File: config.mk
export PLATFORM = sky130hd
export DESIGN_NAME = ntt_seq_ctrl_flat
export DESIGN_NICKNAME = d
export VERILOG_FILES = /design/src/rtl/ntt_seq_ctrl_pkg.sv /design/src/rtl/ntt_seq_ctrl_if.sv /design/src/rtl/ntt_out_fifo.sv /design/src/rtl/ntt_seq_ctrl.sv /design/src/flat_wrapper.sv
export SDC_FILE = /design/constraint.sdc
export NUM_CORES = 1
export LEC_CHECK = 0
export CORE_AREA = 10 10 126 128
export DETAILED_ROUTE_END_ITERATION = 16
export DIE_AREA = 0 0 136 138
export HOLD_SLACK_MARGIN = 0.12
export PLACE_DENSITY = 0.84
export SYNTH_ARGS = -nofsm -noshare
export SYNTH_HDL_FRONTEND = slang
export SYNTH_SLANG_ARGS = --single-unit
File: constraint.sdc
create_clock -name clk -period 4 [get_ports clk]
set_input_delay 1 -clock clk [delete_from_list [all_inputs] [get_ports clk]]
set_output_delay 1 -clock clk [all_outputs]
set_load 0.005 [all_outputs]
File: src/rtl/ntt_seq_ctrl_pkg.sv
// Shared constants for the NTT load/transform/unload sequencer.
// Also holds the FSM state encoding and a FIFO-level helper.
package ntt_seq_ctrl_pkg;

    localparam int NTT_N   = 256;
    localparam int NTT_Q   = 8380417;
    localparam int NTT_AW  = 16;
    localparam int NTT_DW  = 24;
    localparam int NTT_TMO = 65535;

    localparam logic [2:0] ST_IDLE   = 3'd0;
    localparam logic [2:0] ST_LOAD   = 3'd1;
    localparam logic [2:0] ST_KICK   = 3'd2;
    localparam logic [2:0] ST_WAIT   = 3'd3;
    localparam logic [2:0] ST_UNLOAD = 3'd4;
    localparam logic [2:0] ST_FIN    = 3'd5;

    function automatic logic [1:0] fifo_level(input logic full, input logic empty);
        return full ? 2'd2 : (empty ? 2'd0 : 2'd1);
    endfunction

endpackage

File: src/rtl/ntt_seq_ctrl_if.sv
// Command, coefficient stream, result stream, memory port-0 and NTT engine handshake.
// The slave modport is the sequencer; the master modport is its environment.
interface ntt_seq_ctrl_if
    import ntt_seq_ctrl_pkg::*;
#(
    parameter int AW = NTT_AW,
    parameter int DW = NTT_DW
);
    logic          cmd_start;
    logic [AW-1:0] base_addr;
    logic          in_valid;
    logic          in_ready;
    logic [DW-1:0] in_data;
    logic          out_valid;
    logic          out_ready;
    logic [DW-1:0] out_data;
    logic          busy;
    logic          done;
    logic          err_range;
    logic          err_tmo;
    logic          load_mem;
    logic [AW-1:0] mem_A;
    logic [DW-1:0] mem_D;
    logic          mem_WEB;
    logic [DW-1:0] mem_Q;
    logic          start_NTT;
    logic          done_NTT;

    modport master (
        output cmd_start, base_addr, in_valid, in_data, out_ready, mem_Q, done_NTT,
        input  in_ready, out_valid, out_data, busy, done, err_range, err_tmo,
               load_mem, mem_A, mem_D, mem_WEB, start_NTT
    );

    modport slave (
        input  cmd_start, base_addr, in_valid, in_data, out_ready, mem_Q, done_NTT,
        output in_ready, out_valid, out_data, busy, done, err_range, err_tmo,
               load_mem, mem_A, mem_D, mem_WEB, start_NTT
    );
endinterface

File: src/rtl/ntt_out_fifo.sv
// Two-entry result FIFO; the head is always visible on pop_data.
// A pop is honoured only when not empty, a push at full only together with a pop.
module ntt_out_fifo #(
    parameter int DW = 24
) (
    input  logic          clk,
    input  logic          rst_n,
    input  logic          push,
    input  logic [DW-1:0] push_data,
    input  logic          pop,
    output logic [DW-1:0] pop_data,
    output logic          full,
    output logic          empty
);

    logic [DW-1:0] mem_q [2];
    logic [DW-1:0] mem_d [2];
    logic          rd_ptr_q, rd_ptr_d;
    logic          wr_ptr_q, wr_ptr_d;
    logic [1:0]    cnt_q, cnt_d;
    logic          push_ok, pop_ok;

    assign full     = (cnt_q == 2'd2);
    assign empty    = (cnt_q == 2'd0);
    assign pop_data = mem_q[rd_ptr_q];

    always_comb begin
        // NOTE: every next-state value starts from its current value, so no path leaves it unassigned (no latch).
        mem_d    = mem_q;
        rd_ptr_d = rd_ptr_q;
        wr_ptr_d = wr_ptr_q;
        cnt_d    = cnt_q;
        pop_ok   = pop & ~empty;
        push_ok  = push & (~full | pop_ok);
        if (push_ok) begin
            mem_d[wr_ptr_q] = push_data;
            wr_ptr_d        = ~wr_ptr_q;
        end
        if (pop_ok) begin
            rd_ptr_d = ~rd_ptr_q;
        end
        case ({push_ok, pop_ok})
            2'b10:   cnt_d = cnt_q + 2'd1;
            2'b01:   cnt_d = cnt_q - 2'd1;
            default: cnt_d = cnt_q;
        endcase
    end

    // NOTE: state uses non-blocking assignments so all flops update together at the edge.
    always_ff @(posedge clk or negedge rst_n) begin
        if (!rst_n) begin
            // NOTE: the two entries are reset because the head drives out_data, which must read 0 in reset.
            mem_q[0] <= '0;
            mem_q[1] <= '0;
            rd_ptr_q <= 1'b0;
            wr_ptr_q <= 1'b0;
            cnt_q    <= 2'd0;
        end else begin
            mem_q    <= mem_d;
            rd_ptr_q <= rd_ptr_d;
            wr_ptr_q <= wr_ptr_d;
            cnt_q    <= cnt_d;
        end
    end

endmodule

File: src/rtl/ntt_seq_ctrl.sv
// Sequencer: streams N coefficients into memory, kicks the NTT engine with a watchdog,
// then streams the transformed polynomial back out through a 2-entry FIFO.
module ntt_seq_ctrl
    import ntt_seq_ctrl_pkg::*;
#(
    parameter int N   = NTT_N,
    parameter int Q   = NTT_Q,
    parameter int AW  = NTT_AW,
    parameter int DW  = NTT_DW,
    parameter int TMO = NTT_TMO
) (
    input logic          clk,
    input logic          rst_n,
    ntt_seq_ctrl_if.slave bus
);

    localparam int CW = $clog2(N + 1);
    localparam int WW = $clog2(TMO + 1);

    logic [2:0]    state_q, state_d;
    logic [AW-1:0] base_q, base_d;
    logic [AW-1:0] mem_a_q, mem_a_d;
    logic [DW-1:0] mem_d_q, mem_d_d;
    logic          mem_web_q, mem_web_d;
    logic [CW-1:0] cnt_q, cnt_d;
    logic [CW-1:0] out_cnt_q, out_cnt_d;
    logic [WW-1:0] wdog_q, wdog_d;
    logic          err_range_q, err_range_d;
    logic          err_tmo_q, err_tmo_d;
    logic          rd_pend_q, rd_pend_d;

    logic          fifo_full, fifo_empty, fifo_pop;
    logic [1:0]    fifo_lvl;
    logic          in_fire, rd_issue;
    logic [DW-1:0] fifo_head;

    assign in_fire  = bus.in_valid & bus.in_ready;
    assign fifo_pop = bus.out_valid & bus.out_ready;
    assign fifo_lvl = fifo_level(fifo_full, fifo_empty);

    // A read may issue when the FIFO is guaranteed a free slot by the time its data returns,
    // counting a pop happening this same cycle; this keeps one word per cycle under full flow.
    assign rd_issue = (state_q == ST_UNLOAD) && (cnt_q != CW'(N)) &&
                      (({1'b0, fifo_lvl} + {2'b00, rd_pend_q}) <= (3'd1 + {2'b00, fifo_pop}));

    assign bus.busy      = (state_q != ST_IDLE);
    assign bus.done      = (state_q == ST_FIN);
    assign bus.in_ready  = (state_q == ST_LOAD) && (cnt_q < CW'(N));
    assign bus.start_NTT = (state_q == ST_KICK);
    assign bus.load_mem  = (state_q == ST_LOAD) || (state_q == ST_UNLOAD);
    assign bus.mem_A     = (state_q == ST_UNLOAD) ? (base_q + AW'(cnt_q)) : mem_a_q;
    assign bus.mem_D     = mem_d_q;
    assign bus.mem_WEB   = mem_web_q;
    assign bus.err_range = err_range_q;
    assign bus.err_tmo   = err_tmo_q;
    assign bus.out_valid = ~fifo_empty;
    assign bus.out_data  = fifo_head;

    always_comb begin
        state_d     = state_q;
        base_d      = base_q;
        mem_a_d     = mem_a_q;
        mem_d_d     = mem_d_q;
        mem_web_d   = 1'b1;
        cnt_d       = cnt_q;
        out_cnt_d   = out_cnt_q;
        wdog_d      = wdog_q;
        err_range_d = err_range_q;
        err_tmo_d   = err_tmo_q;
        rd_pend_d   = rd_issue;
        case (state_q)
            ST_IDLE: begin
                if (bus.cmd_start) begin
                    base_d      = bus.base_addr;
                    err_range_d = 1'b0;
                    err_tmo_d   = 1'b0;
                    cnt_d       = '0;
                    out_cnt_d   = '0;
                    wdog_d      = '0;
                    state_d     = ST_LOAD;
                end
            end
            ST_LOAD: begin
                if (in_fire) begin
                    mem_a_d   = base_q + AW'(cnt_q);
                    mem_d_d   = bus.in_data;
                    mem_web_d = 1'b0;
                    cnt_d     = cnt_q + CW'(1);
                    if (bus.in_data >= DW'(Q)) begin
                        err_range_d = 1'b1;
                    end
                end else if (cnt_q == CW'(N)) begin
                    // The last registered write is on the port during this cycle.
                    cnt_d   = '0;
                    state_d = ST_KICK;
                end
            end
            ST_KICK: begin
                wdog_d  = '0;
                state_d = ST_WAIT;
            end
            ST_WAIT: begin
                if (bus.done_NTT) begin
                    state_d = ST_UNLOAD;
                end else if (wdog_q == WW'(TMO - 1)) begin
                    err_tmo_d = 1'b1;
                    state_d   = ST_FIN;
                end else begin
                    wdog_d = wdog_q + WW'(1);
                end
            end
            ST_UNLOAD: begin
                if (rd_issue) begin
                    cnt_d = cnt_q + CW'(1);
                end
                if (fifo_pop) begin
                    out_cnt_d = out_cnt_q + CW'(1);
                    if (out_cnt_q == CW'(N - 1)) begin
                        state_d = ST_FIN;
                    end
                end
            end
            ST_FIN:  state_d = ST_IDLE;
            default: state_d = ST_IDLE;
        endcase
    end

    always_ff @(posedge clk or negedge rst_n) begin
        if (!rst_n) begin
            state_q     <= ST_IDLE;
            base_q      <= '0;
            mem_a_q     <= '0;
            mem_d_q     <= '0;
            mem_web_q   <= 1'b1;
            cnt_q       <= '0;
            out_cnt_q   <= '0;
            wdog_q      <= '0;
            err_range_q <= 1'b0;
            err_tmo_q   <= 1'b0;
            rd_pend_q   <= 1'b0;
        end else begin
            state_q     <= state_d;
            base_q      <= base_d;
            mem_a_q     <= mem_a_d;
            mem_d_q     <= mem_d_d;
            mem_web_q   <= mem_web_d;
            cnt_q       <= cnt_d;
            out_cnt_q   <= out_cnt_d;
            wdog_q      <= wdog_d;
            err_range_q <= err_range_d;
            err_tmo_q   <= err_tmo_d;
            rd_pend_q   <= rd_pend_d;
        end
    end

    ntt_out_fifo #(.DW(DW)) u_fifo (
        .clk       (clk),
        .rst_n     (rst_n),
        .push      (rd_pend_q),
        .push_data (bus.mem_Q),
        .pop       (fifo_pop),
        .pop_data  (fifo_head),
        .full      (fifo_full),
        .empty     (fifo_empty)
    );

endmodule
File: src/flat_wrapper.sv
// flat-port wrapper written by rule: the top's interface ports become plain ports
module ntt_seq_ctrl_flat import ntt_seq_ctrl_pkg::*;
#(
    parameter int N   = NTT_N,
    parameter int Q   = NTT_Q,
    parameter int AW  = NTT_AW,
    parameter int DW  = NTT_DW,
    parameter int TMO = NTT_TMO
)
  (clk, rst_n, bus_cmd_start, bus_base_addr, bus_in_valid, bus_in_data, bus_out_ready, bus_mem_Q, bus_done_NTT, bus_in_ready, bus_out_valid, bus_out_data, bus_busy, bus_done, bus_err_range, bus_err_tmo, bus_load_mem, bus_mem_A, bus_mem_D, bus_mem_WEB, bus_start_NTT);
  ntt_seq_ctrl_if #(.AW(AW), .DW(DW)) bus_i ();
  input logic clk;
  input logic rst_n;
  input wire logic [$bits(bus_i.cmd_start)-1:0] bus_cmd_start;
  input wire logic [$bits(bus_i.base_addr)-1:0] bus_base_addr;
  input wire logic [$bits(bus_i.in_valid)-1:0] bus_in_valid;
  input wire logic [$bits(bus_i.in_data)-1:0] bus_in_data;
  input wire logic [$bits(bus_i.out_ready)-1:0] bus_out_ready;
  input wire logic [$bits(bus_i.mem_Q)-1:0] bus_mem_Q;
  input wire logic [$bits(bus_i.done_NTT)-1:0] bus_done_NTT;
  output wire logic [$bits(bus_i.in_ready)-1:0] bus_in_ready;
  output wire logic [$bits(bus_i.out_valid)-1:0] bus_out_valid;
  output wire logic [$bits(bus_i.out_data)-1:0] bus_out_data;
  output wire logic [$bits(bus_i.busy)-1:0] bus_busy;
  output wire logic [$bits(bus_i.done)-1:0] bus_done;
  output wire logic [$bits(bus_i.err_range)-1:0] bus_err_range;
  output wire logic [$bits(bus_i.err_tmo)-1:0] bus_err_tmo;
  output wire logic [$bits(bus_i.load_mem)-1:0] bus_load_mem;
  output wire logic [$bits(bus_i.mem_A)-1:0] bus_mem_A;
  output wire logic [$bits(bus_i.mem_D)-1:0] bus_mem_D;
  output wire logic [$bits(bus_i.mem_WEB)-1:0] bus_mem_WEB;
  output wire logic [$bits(bus_i.start_NTT)-1:0] bus_start_NTT;
  assign bus_i.cmd_start = bus_cmd_start;
  assign bus_i.base_addr = bus_base_addr;
  assign bus_i.in_valid = bus_in_valid;
  assign bus_i.in_data = bus_in_data;
  assign bus_i.out_ready = bus_out_ready;
  assign bus_i.mem_Q = bus_mem_Q;
  assign bus_i.done_NTT = bus_done_NTT;
  assign bus_in_ready = bus_i.in_ready;
  assign bus_out_valid = bus_i.out_valid;
  assign bus_out_data = bus_i.out_data;
  assign bus_busy = bus_i.busy;
  assign bus_done = bus_i.done;
  assign bus_err_range = bus_i.err_range;
  assign bus_err_tmo = bus_i.err_tmo;
  assign bus_load_mem = bus_i.load_mem;
  assign bus_mem_A = bus_i.mem_A;
  assign bus_mem_D = bus_i.mem_D;
  assign bus_mem_WEB = bus_i.mem_WEB;
  assign bus_start_NTT = bus_i.start_NTT;
  ntt_seq_ctrl #(.N(N), .Q(Q), .AW(AW), .DW(DW), .TMO(TMO)) u_core (.clk(clk), .rst_n(rst_n), .bus(bus_i));
endmodule
==> results of run 1 <==
[per-layer routing]
layer | up-vias | share of wire (%)
li1 | 2767 | -
met1 | 2907 | 40
met2 | 204 | 50
met3 | 30 | 8.4
met4 | 0 | 1.5
met5 | - | 0
[sequential cells by signal, summed over array words and instances, names as in the netlist]
register	count
u_core.rd_pend_q	1
u_core.u_fifo.cnt_q	2
u_core.out_cnt_q	9
u_core.u_fifo.wr_ptr_q	1
u_core.cnt_q	9
u_core.u_fifo.rd_ptr_q	1
u_core.base_q	16
u_core.mem_a_q	16
u_core.bus.mem_D	24
u_core.wdog_q	16
u_core.state_q	3
u_core.u_fifo.mem_q	48
u_core.bus.err_tmo	1
u_core.bus.mem_WEB	1
u_core.bus.err_range	1
[path summary, 6_finish.rpt]
kind	to	slack (ns)
setup / recovery	bus_mem_A[12]	0.008
setup reg to reg	u_core.cnt_q[6]	1.22
hold reg to reg	u_core.mem_a_q[9]	0.48
max in group asynchronous	u_core.cnt_q[6]	2.52
hold / removal	u_core.mem_a_q[9]	0.48
min in group asynchronous	u_core.u_fifo.mem_q[31]	0.55
[worst reg2reg max path: stages (launching register included)]
cell     delay (ns)
dfrtp_1        0.56
or3b_2         0.81
buf_4          0.27
a31oi_1        0.20
a31oi_1        0.14
or2_1          0.36
o31ai_1        0.32
[cell usage in the layout, fill, tap and decap left out, types with 3 or more instances in the layout]
master and count:
ha_1 17, dlymetal6s2s_1 4, nand2b_1 7, nor2_1 35, mux2_2 108, nor3_1 12, xor2_1 13, nand4_1 9
nand2_1 80, or3_1 6, nor4b_2 3, clkdlybuf4s50_1 136, o31ai_1 16, inv_1 19, buf_4 14, clkbuf_16 17
a21oi_1 19, dfrtp_2 4, and2_1 3, o211ai_1 3, dfrtp_1 144, a31oi_1 8, mux2i_1 6, xnor2_1 11
and3_1 12, nand3_1 16, nor4_1 5, o21a_1 3, o21ai_1 4, a41o_1 3, clkbuf_8 3, bufinv_16 3
o21ai_0 37, a22oi_1 3, or4_1 4
[where the power goes]
part           internal (µW)  leakage (µW)  switching [µW]
clock network           1040      0.000297             635
registers               1600       0.00194            78.2
logic                    288       0.00227             239
total                   2920       0.00451             952
[logic make-up (layout without fill, tap and decap cells)]
kind of cell,count (synthesis),in the layout,share of synthesized area (%)
AO/OA/AOI/OAI,124,124,10.81
XOR/XNOR,24,24,2.799
adder cells (fa/ha/maj),20,20,3.432
buffers and inverters,55,209,2.965
flip-flops,149,149,49.66
multiplexers,114,114,16.99
AND/OR/NAND/NOR,205,205,13.34
[area by class of cell]
| type | count | area [µm²] | share of cell area [%] |
|---|---|---|---|
| Timing Repair Buffer | 157 | 1556 | 15.82 |
| Sequential cell | 149 | 3735 | 37.95 |
| Multi-Input combinational cell | 487 | 3630 | 36.88 |
| Clock buffer | 22 | 474.2 | 4.819 |
| Tap cell | 180 | 225.2 | 2.289 |
| Inverter | 20 | 75.07 | 0.7629 |
| Clock inverter | 10 | 145.1 | 1.475 |
[repair_timing]
action,CTS,global route
pin swaps,3,4
setup buffers,0,4
gates resized for setup,6,16
hold buffers,0,0
setup endpoints to repair,9,12
cloned,0,0
[metrics by stage]
| stage | worst slack [ns] | instance area, µm² |
|---|---|---|
| final | 0.007894 | 9841 |
| after global routing | -0.1411 | 9841 |
| after CTS | 0.001049 | 9748 |
| after detailed placement | 0.1116 | 9115 |
| after global placement | 0.1871 | 9115 |
| after floorplan | 0.8637 | 7511 |
==> results.yml, run 1 <==
global_routing:
  grt_use_met2_pct: 34.06
  grt_pass1_vias: 6229
  grt_max_degree: 93
  grt_use_met3_pct: 8.768
  grt.overflow.total: 0
  antenna_found_initial: 0
  grt_usage_pct: 20.64
  grt_pass1_wl_um: 31550
  grt_busiest_layer: "met2"
  gr-usage-met1_pct: 23.92
synthesis:
  synth_edf_count: 0
  synth_flop_cell: "dfrtp_1"
  ys_ff_latch: 149
  synthTopCellsByArea: "dfrtp_1, mux2_2, nand2_1, ha_1, o21ai_0"
  syn-cell-area_um2: 7511
  yosys_warnings: 0
  seq_area_frac_synth_pct: 49.66
  async_flop_share_pct: 100.0
  netlist_instances: 691
  syn_avg_cell_area_um2: 10.87
  yosysTopAreaCellShare_pct: 49.31
  synth_cell_types: 60
  synth_top_area_cell: "dfrtp_1"
  syn-num-nets: 781
  yosysMostFrequentCell: "dfrtp_1"
  synth_common_cells: "dfrtp_1, mux2_2, nand2_1"
place:
  dp_cells: 989
  hpwl_um: 13520
  place.gp.congestion: 0.8464
  io_buffers: 142
setup_path:
  startpoint_type: "flop"
  cp_max_fo: 7
  cp_slowest_stage_delay_ns: 0.54
  reg2regPathDepth: 6
  crit_path_end_kind: "output port"
  startpoint: "u_core.cnt_q[0]"
  crit_type: "flop to output port"
  critPathSlowestCell: "clkdlybuf4s50_1"
  r2r_start: "u_core.state_q[1]"
  path_cells: "ha_1, fa_1, a21oi_2, o22ai_2, a22oi_1, xor2_1, o21ai_0, clkdlybuf4s50_1"
  cp.depth: 8
  crit_buf_inv: 1
  cp_top_family: "compound AO/OA/AOI/OAI gates"
  critPathRequiredTime_ns: 3.00
  worstPathArrival_ns: 2.99
sta:
  setup_violations: 0
  fin_worst_skew_ns: 0.006491
  hold_viol: 0
  slew_viol_final: 0
  max_slew_margin_pct: 35.13
  period_minus_slack_ns: 3.992
  rsz0062_at_grt: "true"
  clock.fmax_mhz: 250.5
  whs_ns: 0.4826
  tns_ns: 0
  fin_crit_sh_pct: 99.80
  max_slew.worst_pin.slew_ns: 0.9716
drt:
  wl_um: 19100
  dr.pass1.iters: 6
  ant_nets: 0
  vias: 5908
  vias_per_cell: 5.764
  drc: 0
  drt_iter0_markers: 388
  wl_per_cell_um: 18.64
cts:
  cts_max_path_buffers: 2
  cts_tree: "done"
  clkTransAtPathRegs_ns: 0.06
  clkSinkCount: 149
  cts.htree.levels: 4
  root_buffer: "clkbuf_16"
  cts_made_buffers: 17
  clkLatencyLatePin_ns: 0.42
layout:
  final_nets: 922
  area_growth_pct: 31.02
  antennaDiodeCount: 0
  drive_gt1_share_pct: 21.66
  final_util_pct: 72.87
  finalNonFillerCells: 1025
  fillers: 942
floorplan:
  die_h_um: 138
  io_pins: 143
  row_count: 43
  start_util_pct: 55.62
  core_um2: 13500
  fp.dieW_um: 136
  dieArea_um2: 18770
hold_path:
  hp-start: "u_core.mem_a_q[9]"
  hold_path.class: "flop to flop"
  holdPathStages: 2
power:
  power_density_nw_per_um2: 393.9
  ir_drop_uv: 331.9
  p_leak_uw: 0.004514
  p_total_uw: 3877
status:
  status: "complete, no violations"
flow_run:
  drv_cap: 0
No activity file was read; power rests on OpenSTA's default activity.
==> run 2: changes to the inputs <==
CORE_AREA = 10 10 98 165   (was 10 10 126 128)
DIE_AREA = 0 0 108 175   (was 0 0 136 138)
PLACE_DENSITY = 0.83   (was 0.84)
REMOVE_ABC_BUFFERS = 1   (was not set)
==> run 2 against run 1 <==
Effect of this change:
- power rose by 2.3%
- global-route usage grew 0.89 points
- via count grew 2.5%
- sequential cell count unchanged
- critical path depth decreased by 1
- first-iteration DRC count grew 57%
- non-clock buffer count rose by 6
- combinational power up 4.9%
- sequential share of layout area fell by 0.35 points
- hold slack worse by 0.0024 ns
- critical path type unchanged
==> results.yml, run 2 (synthesized netlist as in run 1, its figures left out) <==
layout:
  largest_reg_flops: 48
  final_cell_mix: "dfrtp_1, clkdlybuf4s50_1, mux2_2, nand2_1, o21ai_0"
  final_nets: 928
  fillers: 842
  area_growth_pct: 32.33
  finalNonFillerCells: 1025
  final_area_um2: 9940
  drive_gt1_share_pct: 23.38
  top_register: "u_core.u_fifo.mem_q"
  final_common_cell: "dfrtp_1"
  antennaDiodeCount: 0
drt:
  ant_nets: 0
  drt_iter0_markers: 611
  vias: 6054
  dr.pass1.iters: 5
  drc: 0
  wl_per_cell_um: 19.67
  vias_per_cell: 5.906
  wl_um: 20160
cts:
  clkTransAtPathRegs_ns: 0.06
  cts_max_path_buffers: 2
  root_buffer: "clkbuf_16"
  clkSinkCount: 149
  cts_tree: "done"
  clkLatencyLatePin_ns: 0.43
  cts_made_buffers: 17
  cts.htree.levels: 4
setup_path:
  cp_max_fo: 6
  r2r_end: "u_core.cnt_q[5]"
  crit_type: "flop to output port"
  critPathRequiredTime_ns: 3.00
  cp_slowest_stage_delay_ns: 0.57
  startpoint: "u_core.cnt_q[8]"
  r2r_start: "u_core.u_fifo.cnt_q[0]"
  rrSetupSlack_ns: 1.49
  critPathSlowestCell: "clkdlybuf4s50_1"
  startpoint_type: "flop"
  worstPathArrival_ns: 2.92
  path_cells: "ha_1, and3_1, a32oi_2, buf_6, or3_1, a31oi_1, clkdlybuf4s50_1"
  crit_path_end_kind: "output port"
  reg2regPathDepth: 8
place:
  dp_cells: 985
  place_area_um2: 9123
  io_buffers: 142
  place.gp.congestion: 0.8294
  hpwl_um: 14090
sta:
  slew_viol_final: 0
  max_slew_margin_pct: 41.96
  period_minus_slack_ns: 3.925
  whs_ns: 0.4802
  setup_violations: 0
  rsz0062_at_grt: "true"
  hold_viol: 0
  clock.fmax_mhz: 254.8
  max_slew.worst_pin.slew_ns: 0.8694
  fin_crit_sh_pct: 98.12
  fin_worst_skew_ns: 0.006760
hold_path:
  holdPathStages: 2
  hp-start: "u_core.out_cnt_q[8]"
  hold_path.class: "flop to flop"
  hold-path-endpoint: "u_core.out_cnt_q[8]"
floorplan:
  io_pins: 143
  dieArea_um2: 18900
  core_um2: 13380
  die_h_um: 175
  row_count: 56
  fp.dieW_um: 108
  start_util_pct: 56.12
global_routing:
  grt_pass1_wl_um: 32890
  grt_max_degree: 90
  grt_usage_pct: 21.52
  grt.overflow.total: 0
  antenna_found_initial: 0
  grt_pass1_vias: 6499
flow_run:
  drv_cap: 0
power:
  ir_drop_uv: 354.3
  p_leak_uw: 0.004522
  power_density_nw_per_um2: 398.9
status:
  status: "complete, no violations"
-- run 2: layout make-up --
| class | instances | area [µm²] | share of cell area (%) |
|---|---|---|---|
| Clock buffer | 18 | 439.2 | 4.418 |
| Clock inverter | 14 | 200.2 | 2.014 |
| Inverter | 20 | 75.07 | 0.7553 |
| Multi-Input combinational cell | 487 | 3671 | 36.93 |
| Sequential cell | 149 | 3737 | 37.60 |
| Tap cell | 174 | 217.7 | 2.190 |
| Timing Repair Buffer | 163 | 1599 | 16.09 |
-- run 2: power by group --
part | internal, µW | switching (µW) | total, µW
logic | 302 | 251 | 553
registers | 1600 | 81.6 | 1680
clock network | 1070 | 661 | 1730
-- run 2: worst max-delay path by stage --
stage | endpoint | slack, ns
finish | bus_mem_A[13] | 0.08
global route | bus_mem_A[9] | -0.03
CTS | bus_mem_A[9] | 0.01
detailed placement | bus_mem_A[8] | 0.12
global placement | bus_mem_A[8] | 0.20
floorplan | u_core.out_cnt_q[7] | -0.71
-- run 2: timing repair --
item | 4_1_cts | 5_1_grt
hold endpoints to repair | 0 | 0
hold buffers | 0 | 0
endpoints found under the setup margin | 9 | 10
gates resized for setup | 13 | 20
pin swaps | 2 | 2
buffers inserted | 2 | 6
-- run 2: worst max-delay path, delay by kind of cell, from the launching register on --
family / cells / cell delay, ns
adders and majority gates: 1 / 0.42
and+or+nand+nor: 2 / 0.57
buffers and inverters: 2 / 0.73
AOI/OAI and AO/OA: 2 / 0.32
DFF: 1 / 0.46
-- run 2: stage by stage --
stage	setup TNS [ns]	power (µW)	setup slack, ns	util (%)
after global placement	0	2186	0.1954	68.17
after detailed placement	0	2211	0.1157	68.17
after global routing	-0.03673	4119	-0.03137	74.27
final	0	3964	0.07506	74.27
after floorplan	-2.897	1894	-0.7065	-
after CTS	0	3969	0.01104	73.55
-- run 2: layer usage --
layer	wire length [µm]	part of all wire [%]	track usage (%)	vias up
met3	1730	8.6	7.848	45
li1	-	-	-	2776
met1	7262	36	22.52	2981
met5	0	0	0	-
met2	10610	53	37.73	252
met4	557	2.8	8.221	0
